## config.mk

```make
export PLATFORM = sky130hd
export DESIGN_NAME = regfile_mp
export DESIGN_NICKNAME = d
export VERILOG_FILES = /design/src/rtl/regfile_mp.sv
export SDC_FILE = /design/constraint.sdc
export NUM_CORES = 1
export LEC_CHECK = 0
export CELL_PAD_IN_SITES_DETAIL_PLACEMENT = 0
export CELL_PAD_IN_SITES_GLOBAL_PLACEMENT = 1
export CORE_AREA = 2 2 203 205
export DETAILED_ROUTE_END_ITERATION = 10
export DIE_AREA = 0 0 205 207
export GPL_TIMING_DRIVEN = 1
export PLACE_DENSITY = 0.75
export SKIP_LAST_GASP = 1
export SLEW_MARGIN = 10
export SYNTH_ARGS = -nofsm -noshare
export SYNTH_HDL_FRONTEND = slang
export SYNTH_SLANG_ARGS = --single-unit
```

## constraint.sdc

```tcl
create_clock -name clk -period 3.55 [get_ports clk]
set_input_delay 0.71 -clock clk [delete_from_list [all_inputs] [get_ports clk]]
set_output_delay 0.71 -clock clk [all_outputs]
set_load 0.005 [all_outputs]
```

## src/rtl/regfile_mp.sv

```systemverilog
`default_nettype none
// ============================================================================
// Module   : regfile_mp
// Brief    : Parametrised multi-port register file with dual write, optional
//            r0-zero, write-to-read bypass and a per-register busy scoreboard.
// Revision : 1.0 - initial release
// ============================================================================
module regfile_mp #(
    parameter int WIDTH   = 16,
    parameter int REGBITS = 4,
    parameter int NREAD   = 2,
    parameter int ZERO_R0 = 1,
    parameter int BYPASS  = 1
) (
    input  logic                     clk,
    input  logic                     reset_n,
    input  logic                     we0,
    input  logic [REGBITS-1:0]       wa0,
    input  logic [WIDTH-1:0]         wd0,
    input  logic                     we1,
    input  logic [REGBITS-1:0]       wa1,
    input  logic [WIDTH-1:0]         wd1,
    input  logic [NREAD*REGBITS-1:0] ra,
    output logic [NREAD*WIDTH-1:0]   rd,
    output logic [NREAD-1:0]         rd_busy,
    input  logic                     sb_set,
    input  logic [REGBITS-1:0]       sb_addr,
    output logic [2**REGBITS-1:0]    busy_vec
);

    localparam int DEPTH = 2**REGBITS;

    logic [WIDTH-1:0] r_mem [DEPTH];
    logic [DEPTH-1:0] r_busy;
    logic [DEPTH-1:0] w_busy_next;
    logic             w_we0;
    logic             w_we1;

    // Writes to r0 are dropped when r0 is hard-wired to zero.
    assign w_we0 = we0 && !((ZERO_R0 != 0) && (wa0 == '0));
    assign w_we1 = we1 && !((ZERO_R0 != 0) && (wa1 == '0));

    // Port 1 is assigned last so it wins an address collision.
    always_ff @(posedge clk or negedge reset_n) begin
        if (!reset_n) begin
            for (int n = 0; n < DEPTH; n++) begin
                r_mem[n] <= '0;
            end
        end else begin
            if (w_we0) begin
                r_mem[wa0] <= wd0;
            end
            if (w_we1) begin
                r_mem[wa1] <= wd1;
            end
        end
    end

    // A new issue supersedes a completing write to the same register.
    always_comb begin
        w_busy_next = r_busy;
        if (we0) begin
            w_busy_next[wa0] = 1'b0;
        end
        if (we1) begin
            w_busy_next[wa1] = 1'b0;
        end
        if (sb_set) begin
            w_busy_next[sb_addr] = 1'b1;
        end
        if (ZERO_R0 != 0) begin
            w_busy_next[0] = 1'b0;
        end
    end

    always_ff @(posedge clk or negedge reset_n) begin
        if (!reset_n) begin
            r_busy <= '0;
        end else begin
            r_busy <= w_busy_next;
        end
    end

    assign busy_vec = r_busy;

    for (genvar i = 0; i < NREAD; i++) begin : g_read
        logic [REGBITS-1:0] w_addr;
        logic [WIDTH-1:0]   w_data;
        logic               w_busy;

        assign w_addr = ra[i*REGBITS +: REGBITS];

        always_comb begin
            w_data = r_mem[w_addr];
            w_busy = r_busy[w_addr];
            if (BYPASS != 0) begin
                if (we1 && (wa1 == w_addr)) begin
                    w_data = wd1;
                    w_busy = 1'b0;
                end else if (we0 && (wa0 == w_addr)) begin
                    w_data = wd0;
                    w_busy = 1'b0;
                end
            end
            // Zero register overrides any stored or forwarded value.
            if ((ZERO_R0 != 0) && (w_addr == '0)) begin
                w_data = '0;
                w_busy = 1'b0;
            end
        end

        assign rd[i*WIDTH +: WIDTH] = w_data;
        assign rd_busy[i]           = w_busy;
    end

endmodule
`default_nettype wire

```

## Word-level counts from Yosys, hierarchy flattened

Cells that the tools add are included.
Widths: inputs -> output; s select.

- Input port bits: 57
- Register bits: 271

- Order comparisons: 14
- Bitwise operators: 9
- Multiplexer cells: 39
- Reduce and logical (&&, ||, !) cells: 17
- Equal/unequal tests: 4

Operator list:

| cell | count |
|---|---|
| $bwmux 256 | 2 |
| $mux 256 | 2 |
| $mux 16 | 15 |
| $bmux 16 s4 | 2 |
| $demux 16 s4 | 2 |
| $and 16x16->16 | 2 |
| $not 16->16 | 2 |
| $lt 4x5->1 const B | 5 |
| $ge 5x5->1 const B | 4 |
| $not 4->5 | 4 |
| $eq 4x4->1 | 4 |
| $logic_not 4->1 | 4 |
| $or 16x16->16 | 1 |
| $demux 1 s4 | 3 |
| $ge 4x1->1 const B | 3 |
| $logic_and 1x1->1 | 11 |
| $mux 1 | 11 |
| $lt 5x1->1 const B | 2 |
| $bmux 1 s4 | 2 |
| $logic_not 1->1 | 2 |

## Longest topological paths before layout

- Depth in word-level cells: 11
- Gate-level depth with buffers: 9
- Mapped depth without buffers: 5

## Worst setup path after synthesis

OpenSTA, ideal clock, no wires.

- Path type: input-to-output
- Start point: input port ra[4]
- End point: output port rd_busy[1]
- Cell stages on the path: 6
- Required time: 2,840 ps
- Arrival: 2,314 ps
- Setup slack: 526 ps
- Path through: buf_2 -> buf_2 -> mux4_2 -> mux4_2 -> nor3b_1 -> buf_4

- Longest elaborated chain between the ends: 5
- Elaborated cells on any way between the ends: 10
- Classes of those cells: 2 x eq/ne; 5 x mux; 3 x reduce/logical

RTL lines:

| item | line | text |
|---|---|---|
| start, declared | 23 | `input logic [NREAD*REGBITS-1:0] ra,` |
| $bmux 1 s4 or $eq 4x4->1 (tied branches) | 95, 100 |  |
| $mux 1 (not written as such) or $logic_and 1x1->1 (tied branches) | 95, 100 |  |
| $mux 1 | 100 | `end else if (we0 && (wa0 == w_addr)) begin` |
| $mux 1 | 97 | `if (we1 && (wa1 == w_addr)) begin` |
| $mux 1 * | 106 | `if ((ZERO_R0 != 0) && (w_addr == '0)) begin` |
| end, declared | 25 | `output logic [NREAD-1:0] rd_busy,` |

Mark *: on every way between the ends. The rest lies on a longest branch, timed or not. The select of a mux whose other input is x is not followed.

## Worst setup path in the final report

- Start point: input port wa1[1]
- End point: output port rd[15]

- Longest elaborated chain between the ends: 4

RTL lines:

| item | line | text |
|---|---|---|
| start, declared | 21 | `input logic [REGBITS-1:0] wa1,` |
| $eq 4x4->1 | 97 |  |
| $logic_and 1x1->1 | 97 |  |
| $mux 16 | 97 |  |
| $mux 16 | 106 |  |
| end, declared | 24 | `output logic [NREAD*WIDTH-1:0] rd,` |

No other way between the ends.

==> impl_metrics.json <==
{
  "fmax_mhz": 280,
  "synth_seq_cells": 271,
  "cts_made_buffers": 31,
  "grt_use_total": 0.337,
  "run_status": "complete, but fails checks",
  "placed_cells": 2496,
  "placementRows": 74,
  "fin_ws_ns": -0.0195,
  "mostFrequentLayoutCells": "nor2_1 (356), dfrtp_1 (271), a21oi_1 (256), buf_4 (191), mux2i_1 (186)",
  "stdcell_area_um2": 22200,
  "power_density_nw_per_um2": 497,
  "fin_nets": 2075,
  "synth_area_per_cell_um2": 9.58,
  "fin_skew_ns": 0,
  "synth_edf_count": 0,
  "crit_path_top_delay_cell": "clkdlybuf4s50_1",
  "vias": 16000,
  "critPathLaunchType": "primary input",
  "drt-total-wl_um": 71600,
  "die_y_um": 207,
  "ys_types": 42,
  "p_leak_uw": 0.00896,
  "final_common_cell": "nor2_1",
  "period_share": 1.01,
  "ioPinCount": 107,
  "cp_slowest_stage_delay_ns": 0.56,
  "synthAdderAreaFrac": 0,
  "gp_congestion": 0.947,
  "clk_pin_slew_worst_paths_ns": 0.06,
  "synth.cell_area_um2": 17900,
  "synth_compound_area_frac": 0.140,
  "clockBufferDepth": 3,
  "core_area_um2": 40400,
  "cp.required_ns": 2.84,
  "numClockSinks": 271,
  "crit_chain": "dlygate4sd2_1, xor2_1, nor3_2, nand3_2, and2_1, buf_4, a2111oi_4, clkdlybuf4s50_1",
  "r2r_setup_slack_ns": 2.75,
  "slew_violations": 0,
  "worstSetupPathType": "in -> out",
  "grt_pass1_vias": 15800,
  "crit_arrival_ns": 2.86,
  "wl_per_cell_um": 27.8,
  "drv_cap": 0,
  "synth_ff_type": "dfrtp_1",
  "place_ws_ns": -0.502,
  "critPathMaxFanout": 8,
  "port_buffers": 105,
  "ant_nets": 0,
  "tightest_slew_ns": 0.755,
  "setup_violations": 1,
  "antenna_found_initial": 2,
  "ys_seq_area_frac": 0.379,
  "hold_path_class": "in -> async",
  "violations": "negative setup slack",
  "synth-simple-area-share": 0.130,
  "fin_cells": 2574,
  "grt_max_degree": 89,
  "synth_top_family_by_area": "multiplexers",
  "ys_warn_count": 0,
  "start_util": 0.444,
  "place_area_um2": 20600,
  "synth_cells": 1869,
  "drtPass1Iterations": 6,
  "drt_iter0_drc": 1846,
  "grt-ovfl-total": 0,
  "drc": 0,
  "syn_nets": 1926,
  "rsz0062_at_grt": "true",
  "hold_viol": 0,
  "dp_hpwl_um": 48100,
  "synthXorXnorAreaFrac": 0.00782,
  "fp.dieArea_um2": 42400,
  "slew_headroom": 0.497,
  "areaGrowthSynthToFinish_pct": 23.7,
  "synthMuxAreaShare": 0.280,
  "peakVddDrop_uv": 400,
  "tritoncts": "built",
  "layout-drive-gt1-share": 0.266,
  "cts_max_level": 1,
  "clock-root-buffer": "clkbuf_16",
  "async_flop_share": 1.00,
  "clk_latency_ns": 0.58,
  "via_per_inst": 6.22,
  "layout_min_cycle_time_ns": 3.57,
  "endpoint_kind": "primary output",
  "dieWidth_um": 205,
  "grt_pass1_wl_um": 105000
}
[synth_stat cells, types with 10 or more instances]
| cell type | count | area, um^2 |
|---|---|---|
| nor4_1 | 36 | 225 |
| nand2_1 | 101 | 379 |
| dfrtp_1 | 271 | 6780 |
| nor2_1 | 357 | 1340 |
| mux2_1 | 10 | 113 |
| inv_1 | 19 | 71.3 |
| o21ai_0 | 42 | 210 |
| a2111oi_1 | 12 | 120 |
| mux2_2 | 56 | 631 |
| a21oi_1 | 256 | 1280 |
| clkbuf_1 | 120 | 450 |
| mux4_2 | 104 | 2340 |
| buf_4 | 15 | 113 |
| mux2i_1 | 192 | 1920 |
| buf_6 | 15 | 169 |
| buf_2 | 46 | 230 |
| o21ai_1 | 64 | 320 |
| o22ai_1 | 32 | 200 |
| a2111oi_2 | 20 | 300 |
| xor2_1 | 12 | 105 |
| buf_1 | 26 | 97.6 |
[cell type report]
cell class	count	area (um^2)
antenna	1	2.50
clock buffer	39	856
clock inverter	17	141
fill	3624	18200
inverter	19	71.3
multi-input combinational	1357	10400
sequential	271	6780
tap	532	666
timing repair buffer	338	3270
[cell families (layout without fill, tap and decap cells)]
logic type	Yosys count	after routing
buf+inv	242	413
xor+xnor	16	16
mux	362	362
other cells	1	2
flops	271	271
simple gates	544	545
compound gates	433	433
[flip-flops by register name, indices dropped and copies added (netlist names)]
signal / cells
busy_vec: 15
r_mem: 256
[final timing paths]
| kind | start | endpoint | depth (start not counted) |
|---|---|---|---|
| max reg2reg | busy_vec[12]$_DFF_PN0_ | busy_vec[12]$_DFF_PN0_ | 1 |
| min | reset_n | r_mem[236]$_DFF_PN0_ | 1 |
| min in group clk | r_mem[240]$_DFF_PN0_ | r_mem[240]$_DFF_PN0_ | 0 |
| max | wa1[1] | rd[15] | 8 |
| min reg2reg | r_mem[240]$_DFF_PN0_ | r_mem[240]$_DFF_PN0_ | 0 |
| max in group asynchronous | reset_n | r_mem[212]$_DFF_PN0_ | 2 |
[report_power, final]
part / internal (uW) / total [uW] / switching [uW]
clock network: 1840 / 3240 / 1400
registers: 3820 / 4420 / 600
logic: 1840 / 3360 / 1520
total: 7490 / 11000 / 3530
[per-layer routing]
layer	wire, um	part of all wire	GRT usage	vias to the layer above
met5	15	0.00021	0	-
met4	3830	0.053	0.164	2
met3	7540	0.11	0.0733	202
met2	31600	0.44	0.496	954
met1	28700	0.40	0.470	7863
li1	-	-	-	6987
[per-stage QoR]
stage	utilization	power [uW]	TNS, ns	hold slack, ns
floorplan	-	6330	0	0.414
global placement	0.510	7540	-11.77	0.377
detailed placement	0.510	7670	-12.03	0.384
CTS	0.544	10900	-0.0543	0.191
global route	0.549	11500	-0.274	0.210
finish	0.549	11000	-0.0195	0.164
[worst max-delay path: cells and delay by family]
| kind | cells | cell delay, ns |
|---|---|---|
| AO/OA/AOI/OAI | 1 | 0.38 |
| AND/OR/NAND/NOR | 3 | 0.50 |
| buffers and inverters | 3 | 1.09 |
| XOR/XNOR | 1 | 0.18 |
[what timing repair did]
item,CTS,global route
endpoints found under the setup margin,34,20
pin swaps,8,10
gates resized for setup,76,33
hold buffers,0,0
setup buffers,12,6
cloned,3,0
Note: power is estimated with default switching activity, not from simulation.
